**config.mk**
```make
export PLATFORM = sky130hd
export DESIGN_NAME = updown_counter
export DESIGN_NICKNAME = d
export VERILOG_FILES = /design/src/rtl/updown_counter.sv
export SDC_FILE = /design/constraint.sdc
export NUM_CORES = 1
export LEC_CHECK = 0
export ABC_AREA = 1
export CORE_MARGIN = 10
export CORE_UTILIZATION = 25
export DETAILED_ROUTE_END_ITERATION = 8
export GPL_TIMING_DRIVEN = 1
export PLACE_DENSITY = 0.52
export SETUP_SLACK_MARGIN = 0.2
export SYNTH_ARGS = -nofsm -noshare
export SYNTH_HDL_FRONTEND = slang
export SYNTH_SLANG_ARGS = --single-unit
```
**constraint.sdc**
```tcl
create_clock -name clk -period 1.78 [get_ports clk]
set_input_delay 0.356 -clock clk [delete_from_list [all_inputs] [get_ports clk]]
set_output_delay 0.356 -clock clk [all_outputs]
set_load 0.1 [all_outputs]
```
**src/rtl/updown_counter.sv**
```systemverilog
// Parametrised up/down counter with wrap or saturate mode,
// synchronous load/clear, terminal-count and overflow flags.
module updown_counter #(
    parameter int WIDTH     = 8,
    parameter int MAX_VAL   = 2**WIDTH - 1,
    parameter int WRAP      = 1,
    parameter int RESET_VAL = 0
) (
    input  logic             clk,
    input  logic             rst,
    input  logic             clr,
    input  logic             load,
    input  logic [WIDTH-1:0] load_val,
    input  logic             en,
    input  logic             up,
    output logic [WIDTH-1:0] count,
    output logic             tc,
    output logic             wrap,
    output logic             ovf
);

    localparam logic [WIDTH-1:0] MAX_C = WIDTH'(MAX_VAL);
    localparam logic [WIDTH-1:0] RST_C = WIDTH'(RESET_VAL);
    localparam logic [WIDTH-1:0] ONE_C = WIDTH'(1);

    logic [WIDTH-1:0] count_q, count_d;
    logic             wrap_q, wrap_d;
    logic             ovf_q, ovf_d;
    logic             limit;

    assign tc    = up ? (count_q == MAX_C) : (count_q == '0);
    assign limit = en && tc;

    always_comb begin
        count_d = count_q;
        wrap_d  = 1'b0;
        ovf_d   = ovf_q;
        if (clr) begin
            count_d = RST_C;
            ovf_d   = 1'b0;
        end else if (load) begin
            // out-of-range loads clamp so count never leaves 0..MAX_VAL
            count_d = (load_val > MAX_C) ? MAX_C : load_val;
            ovf_d   = 1'b0;
        end else if (limit) begin
            wrap_d = 1'b1;
            ovf_d  = 1'b1;
            if (WRAP != 0) begin
                count_d = up ? '0 : MAX_C;
            end
        end else if (en) begin
            count_d = up ? (count_q + ONE_C) : (count_q - ONE_C);
        end
    end

    always_ff @(posedge clk) begin
        if (rst) begin
            count_q <= RST_C;
            wrap_q  <= 1'b0;
            ovf_q   <= 1'b0;
        end else begin
            count_q <= count_d;
            wrap_q  <= wrap_d;
            ovf_q   <= ovf_d;
        end
    end

    assign count = count_q;
    assign wrap  = wrap_q;
    assign ovf   = ovf_q;

endmodule
```
## After elaboration in Yosys (flattened, before gate mapping)

Cells that the tools add are included.

- Register bits: 10
- Bits in latches: 0
- RAM bits: 0
- Memory bits (read-only): 0
- Bits of input ports: 14
- Output and inout port bits: 11
- Word-level logic and storage cells: 20
- Memories: 0

- $add $sub $neg: 2
- Multipliers: 0
- Div/mod/pow operators: 0
- $lt $le $gt $ge: 1
- Equality and inequality tests: 1
- Shift-type cells: 0
- Mux-type cells: 8
- Bitwise operators: 0
- Reductions and logical operators: 5

Operator list:

| cell | count |
|---|---|
| 8-bit 2-to-1 mux | 6 |
| 8-bit by 1-bit adder with 8-bit output, second input constant | 1 |
| 8-bit equality test, second input constant | 1 |
| 8-bit greater-than comparator, second input constant | 1 |
| 8-bit logical NOT | 1 |
| 8-bit by 1-bit subtractor with 8-bit output, second input constant | 1 |
| 3-bit nonzero test | 1 |
| 3-bit OR reduction | 1 |
| 1-bit 2-to-1 mux | 2 |
| 2-bit OR reduction | 1 |
| 1-bit logical AND | 1 |

## Depth between registers and ports, before layout

- Word-level depth: 5
- Gate-level depth with buffers: 11
- Mapped depth without buffers: 11

## Worst setup path before layout

No wires, ideal clock.

- Kind: reg2reg
- Start: register count_q[0] (netlist: count[0])
- End: register count_q[2] (netlist: count[2])
- Setup time: 119 ps
- Data arrival time: 2210 ps
- Data required time: 1661 ps
- Slack: -549 ps
- Cell stages (with the launch flop): 10
- Path buffers: 0
- Clock period less this slack: 2329 ps
- Path through: dfxtp_1 nand2_1 nor2_2 nand3_1 nand2_2 nand2_4 nand2_1 nand2_1 nand2_1 a21oi_1

- Cells in the longest elaborated chain, start to end: 5
- Elaborated cells between the ends (all ways): 11
- Those cells by class: add/sub: 2; eq/ne: 1; mux: 5; reduce/logical: 3

Ends and longest elaborated chain:

| what | line | text |
|---|---|---|
| start: declaration | 26 | `logic [WIDTH-1:0] count_q, count_d;` |
| start signal: assignment | 62 | `count_q <= count_d;` |
| 8-bit equality test or 8-bit logical NOT (tied branches) | 31 | `assign tc = up ? (count_q == MAX_C) : (count_q == '0);` |
| 1-bit 2-to-1 mux * | 31 |  |
| net tc | 17 | `output logic tc,` |
| 1-bit logical AND * | 32 | `assign limit = en && tc;` |
| 8-bit 2-to-1 mux | 45 | `end else if (limit) begin` |
| 8-bit 2-to-1 mux | 41 | `end else if (load) begin` |

The timed path passes the listed nets; every way through them passes the cells marked *. The select of a mux whose other input is x is not followed.
A chain may end at the register's enable or synchronous reset.

## Final worst setup path

- Start: register count_q[1] (netlist: count[1])
- End: output tc

- Cells in the longest elaborated chain, start to end: 2
- Elaborated cells between the ends (all ways): 3
- Those cells by class: eq/ne: 1; mux: 1; reduce/logical: 1

Ends and longest elaborated chain:

| what | line |
|---|---|
| 8-bit equality test or 8-bit logical NOT (tied branches) | 31 |
| 1-bit 2-to-1 mux * | 31 |
| end: declaration | 17 |

Every way passes the cells marked *; elsewhere a longest branch is shown, timed or not.

==> reports/results.tsv <==
stage	metric	value	unit
die	design.die.area	0.00612	sq mm
die	boundaryPins	25	
timing	period_needed	1.63	ns
synth	netlist.top_cell.by_area	sky130_fd_sc_hd__dfxtp_1	
global_route	global_route.usage.total	9.84	%
worst_setup_path	worst_path_dominant_cell_family	simple AND/OR/NAND/NOR gates	
route	met3WireLength	143	microns
timing	final_max_slew_viol_count	0	
synth	avgSynthCellArea	6.58	sq um
clocking	cts_buffers	3	
clocking	clockBufferDepth	2	
place	io_buffer_count	24	
synth	synth_enable_flop_cells	0	
route	post-route-drc-count	0	
pwr	power_density	553	mW/mm^2
worst_setup_path	cp_data_required_time	1.42	ns
worst_setup_path	timing.critical_path.fanout_max	5	
clocking	cts_root_buf	sky130_fd_sc_hd__clkbuf_4	
pwr	total_leakage_power	0.778	nW
final_layout	fin_util	50.8	%
clocking	clock_sink_count	10	
synth	synth.lib_cells_used.distinct	23	
synth	synth.yosys.seq_area_share	23.6	%
final_layout	most_frequent_cells_in_the_layout	30 x sky130_fd_sc_hd__buf_4, 28 x sky130_fd_sc_hd__nand2_1, 16 x sky130_fd_sc_hd__nor2_1	
timing	maxClockFrequency	612	MHz
min_path	min_path_type	reg2reg	
global_route	first_global_vias	1068	
timing	timing_hold_violations_final	0	
route	routed_wirelength	3140	microns
route	top_layer_used	met4	
worst_setup_path	crit_path_end_kind	output pin	
global_route	grt_max_degree	10	
die	fp-row-count	21	
clocking	tritoncts	built	
timing	min_period_over_period	91.8	%
clocking	cts.reportedPaths.clkPinSlew	0.08	ns
run_status	outcome	finished clean	
worst_setup_path	critical-path-max-stage-delay	0.40	ns
synth	async_reset_ff_share	0	%
clocking	cts_max_level	1	
final_layout	syn_to_final_growth	98.4	%
clocking	clock_latency_reported_for_the_late_side_of_the_worst_skew_pair	0.27	ns
timing	slew-limit-headroom	84.7	%
final_layout	mostFrequentLayoutCell	sky130_fd_sc_hd__buf_4	
timing	fin_skew	0.00853	ns
worst_setup_path	crit_buf_inv	1	
die	core_region_area	0.00331	sq mm
global_route	initial_antenna_violation_count	0	
synth	yosysTopAreaCellShare	23.6	%
die	die_y	78.3	microns
pwr	irDropWorstVdd	294	uV
synth	netlist_top_cells_area	sky130_fd_sc_hd__dfxtp_1 24%, sky130_fd_sc_hd__nand2_1 16%, sky130_fd_sc_hd__ha_1 8.8%, sky130_fd_sc_hd__nor2_1 8.8%, sky130_fd_sc_hd__a21oi_1 7.1%	
worst_setup_path	worstPathArrival	1.28	ns
clocking	number_of_hold_buffers_added_after_cts	0	
final_layout	multi_input_comb_area	708	sq um
timing	worst-slew-pin-transition	0.229	ns
route	ant_nets	0	
run	max_capacitance_violation_count	0	
synth	synthFlopType	sky130_fd_sc_hd__dfxtp_1	
synth	mappedNetlistNets	150	
route	num_vias	1095	
timing	rsz0062_at_grt	true	
place	gp_congestion	0.828	
die	die_w	78.3	microns
worst_setup_path	cpMaxStageDelayCell	sky130_fd_sc_hd__dfxtp_4	
synth	syn_inst	129	
route	detail_route.vias_per_cell	4.68	
place	post-dp-hpwl	2240	microns
route	post_drt_wl_per_cell	13.4	microns
synth	post_synth_instance_area	848	sq um
worst_setup_path	crit_chain	nand2_2, nor2_4, nand3_2, nand2_4, buf_12	
final_layout	antenna_cells	0	
timing	totalNegativeSetupSlack	0	ns
final_layout	total_number_of_nets_in_the_final_design	210	
route	routedLengthMet1	1350	microns
final_layout	final.fill_count	340	
synth	ys.warnings.count	0	
timing	finalSetupViolCount	0	
route	dr.first_iter.drc_count	35	
route	met2_wirelength	1580	microns
synth	synth-seq-cells	10	
global_route	gr-total-overflow	0	
final_layout	register_area	230	sq um
die	start_util	25.6	%
worst_setup_path	crit_path_start_kind	register	
worst_setup_path	timing.setup.critical_path_class	reg2out	
global_route	grt_pass1_wl	5010	microns
final_layout	drive_above_1_share	48.4	%
route	drt_pre_antenna_iters	4	
[registers in the layout, summed over array words and instances, names as in the netlist]
register  flops
count         8
ovf           1
wrap          1
[metrics by stage]
step	cells	area [sq um]	power (mW)	hold slack (ns)	worst slack, ns
2_1_floorplan	129	888	0.487	0.518	0.164
3_3_place_gp	213	1400	0.650	0.474	-0.434
3_5_place_dp	213	1400	0.653	0.480	-0.463
4_1_cts	231	1580	0.904	0.491	0.164
5_1_grt	234	1680	0.994	0.534	0.0781
6_report	234	1680	0.931	0.484	0.146
[per-layer routing]
layer	GRT usage, %	vias to the layer above
met2	16.4	33
met5	0	-
met3	2.85	10
met4	3.58	0
li1	-	550
met1	11.7	502
[cell type report]
type | count | area share (%)
timing repair buffer | 55 | 34.6
tap | 46 | 3.42
clock buffer | 4 | 2.16
sequential | 10 | 13.7
multi-input combinational | 105 | 42.1
inverter | 14 | 4.09
[synthesized netlist by cell type (2+ instances only)]
library cell,number
sky130_fd_sc_hd__a21oi_1,12
sky130_fd_sc_hd__dfxtp_1,10
sky130_fd_sc_hd__ha_1,6
sky130_fd_sc_hd__inv_1,11
sky130_fd_sc_hd__inv_2,2
sky130_fd_sc_hd__nand2_1,36
sky130_fd_sc_hd__nand2_2,2
sky130_fd_sc_hd__nand3_1,6
sky130_fd_sc_hd__nor2_1,20
sky130_fd_sc_hd__nor2_2,4
sky130_fd_sc_hd__o21ai_0,2
sky130_fd_sc_hd__o221ai_1,5
sky130_fd_sc_hd__xor2_1,3
[kinds of logic after synthesis]
kind of cell / Yosys count / share of synthesized area (%)
simple gates: 74 / 38.9
compound gates: 20 / 14.3
buf+inv: 14 / 7.82
flops: 10 / 23.6
fa+ha+maj: 7 / 11.2
xor+xnor: 4 / 4.13
[timing repair]
action | CTS | global route
setup endpoints to repair | 8 | 7
pin swaps | 6 | 14
resized for setup | 10 | 23
hold endpoints to repair | 0 | 0
buffers inserted | 14 | 3
[power by group]
part | switching, mW | internal, mW | leakage [nW]
logic | 0.256 | 0.213 | 0.670
registers | 0.0204 | 0.231 | 0.0874
clock network | 0.0867 | 0.124 | 0.0210
[worst reg2reg max path, cell delays in order (launching register included)]
cell                      delay (ns)
sky130_fd_sc_hd__dfxtp_4        0.38
sky130_fd_sc_hd__buf_6          0.13
sky130_fd_sc_hd__fa_2           0.37
sky130_fd_sc_hd__nand3_2        0.10
sky130_fd_sc_hd__nand2_2        0.07
sky130_fd_sc_hd__nand3_2        0.07
sky130_fd_sc_hd__nand2_2        0.05
sky130_fd_sc_hd__xor2_1         0.15
sky130_fd_sc_hd__nand2_1        0.07
sky130_fd_sc_hd__a21oi_1        0.13
[final timing paths]
kind              startpoint  cells after the start  endpoint  slack, ns
setup / recovery    count[1]                      5        tc       0.15
hold / removal           ovf                      2       ovf       0.48
setup reg to reg    count[1]                      9  count[6]       0.19
hold reg to reg          ovf                      2       ovf       0.48
(Power assumes the default switching activity.)
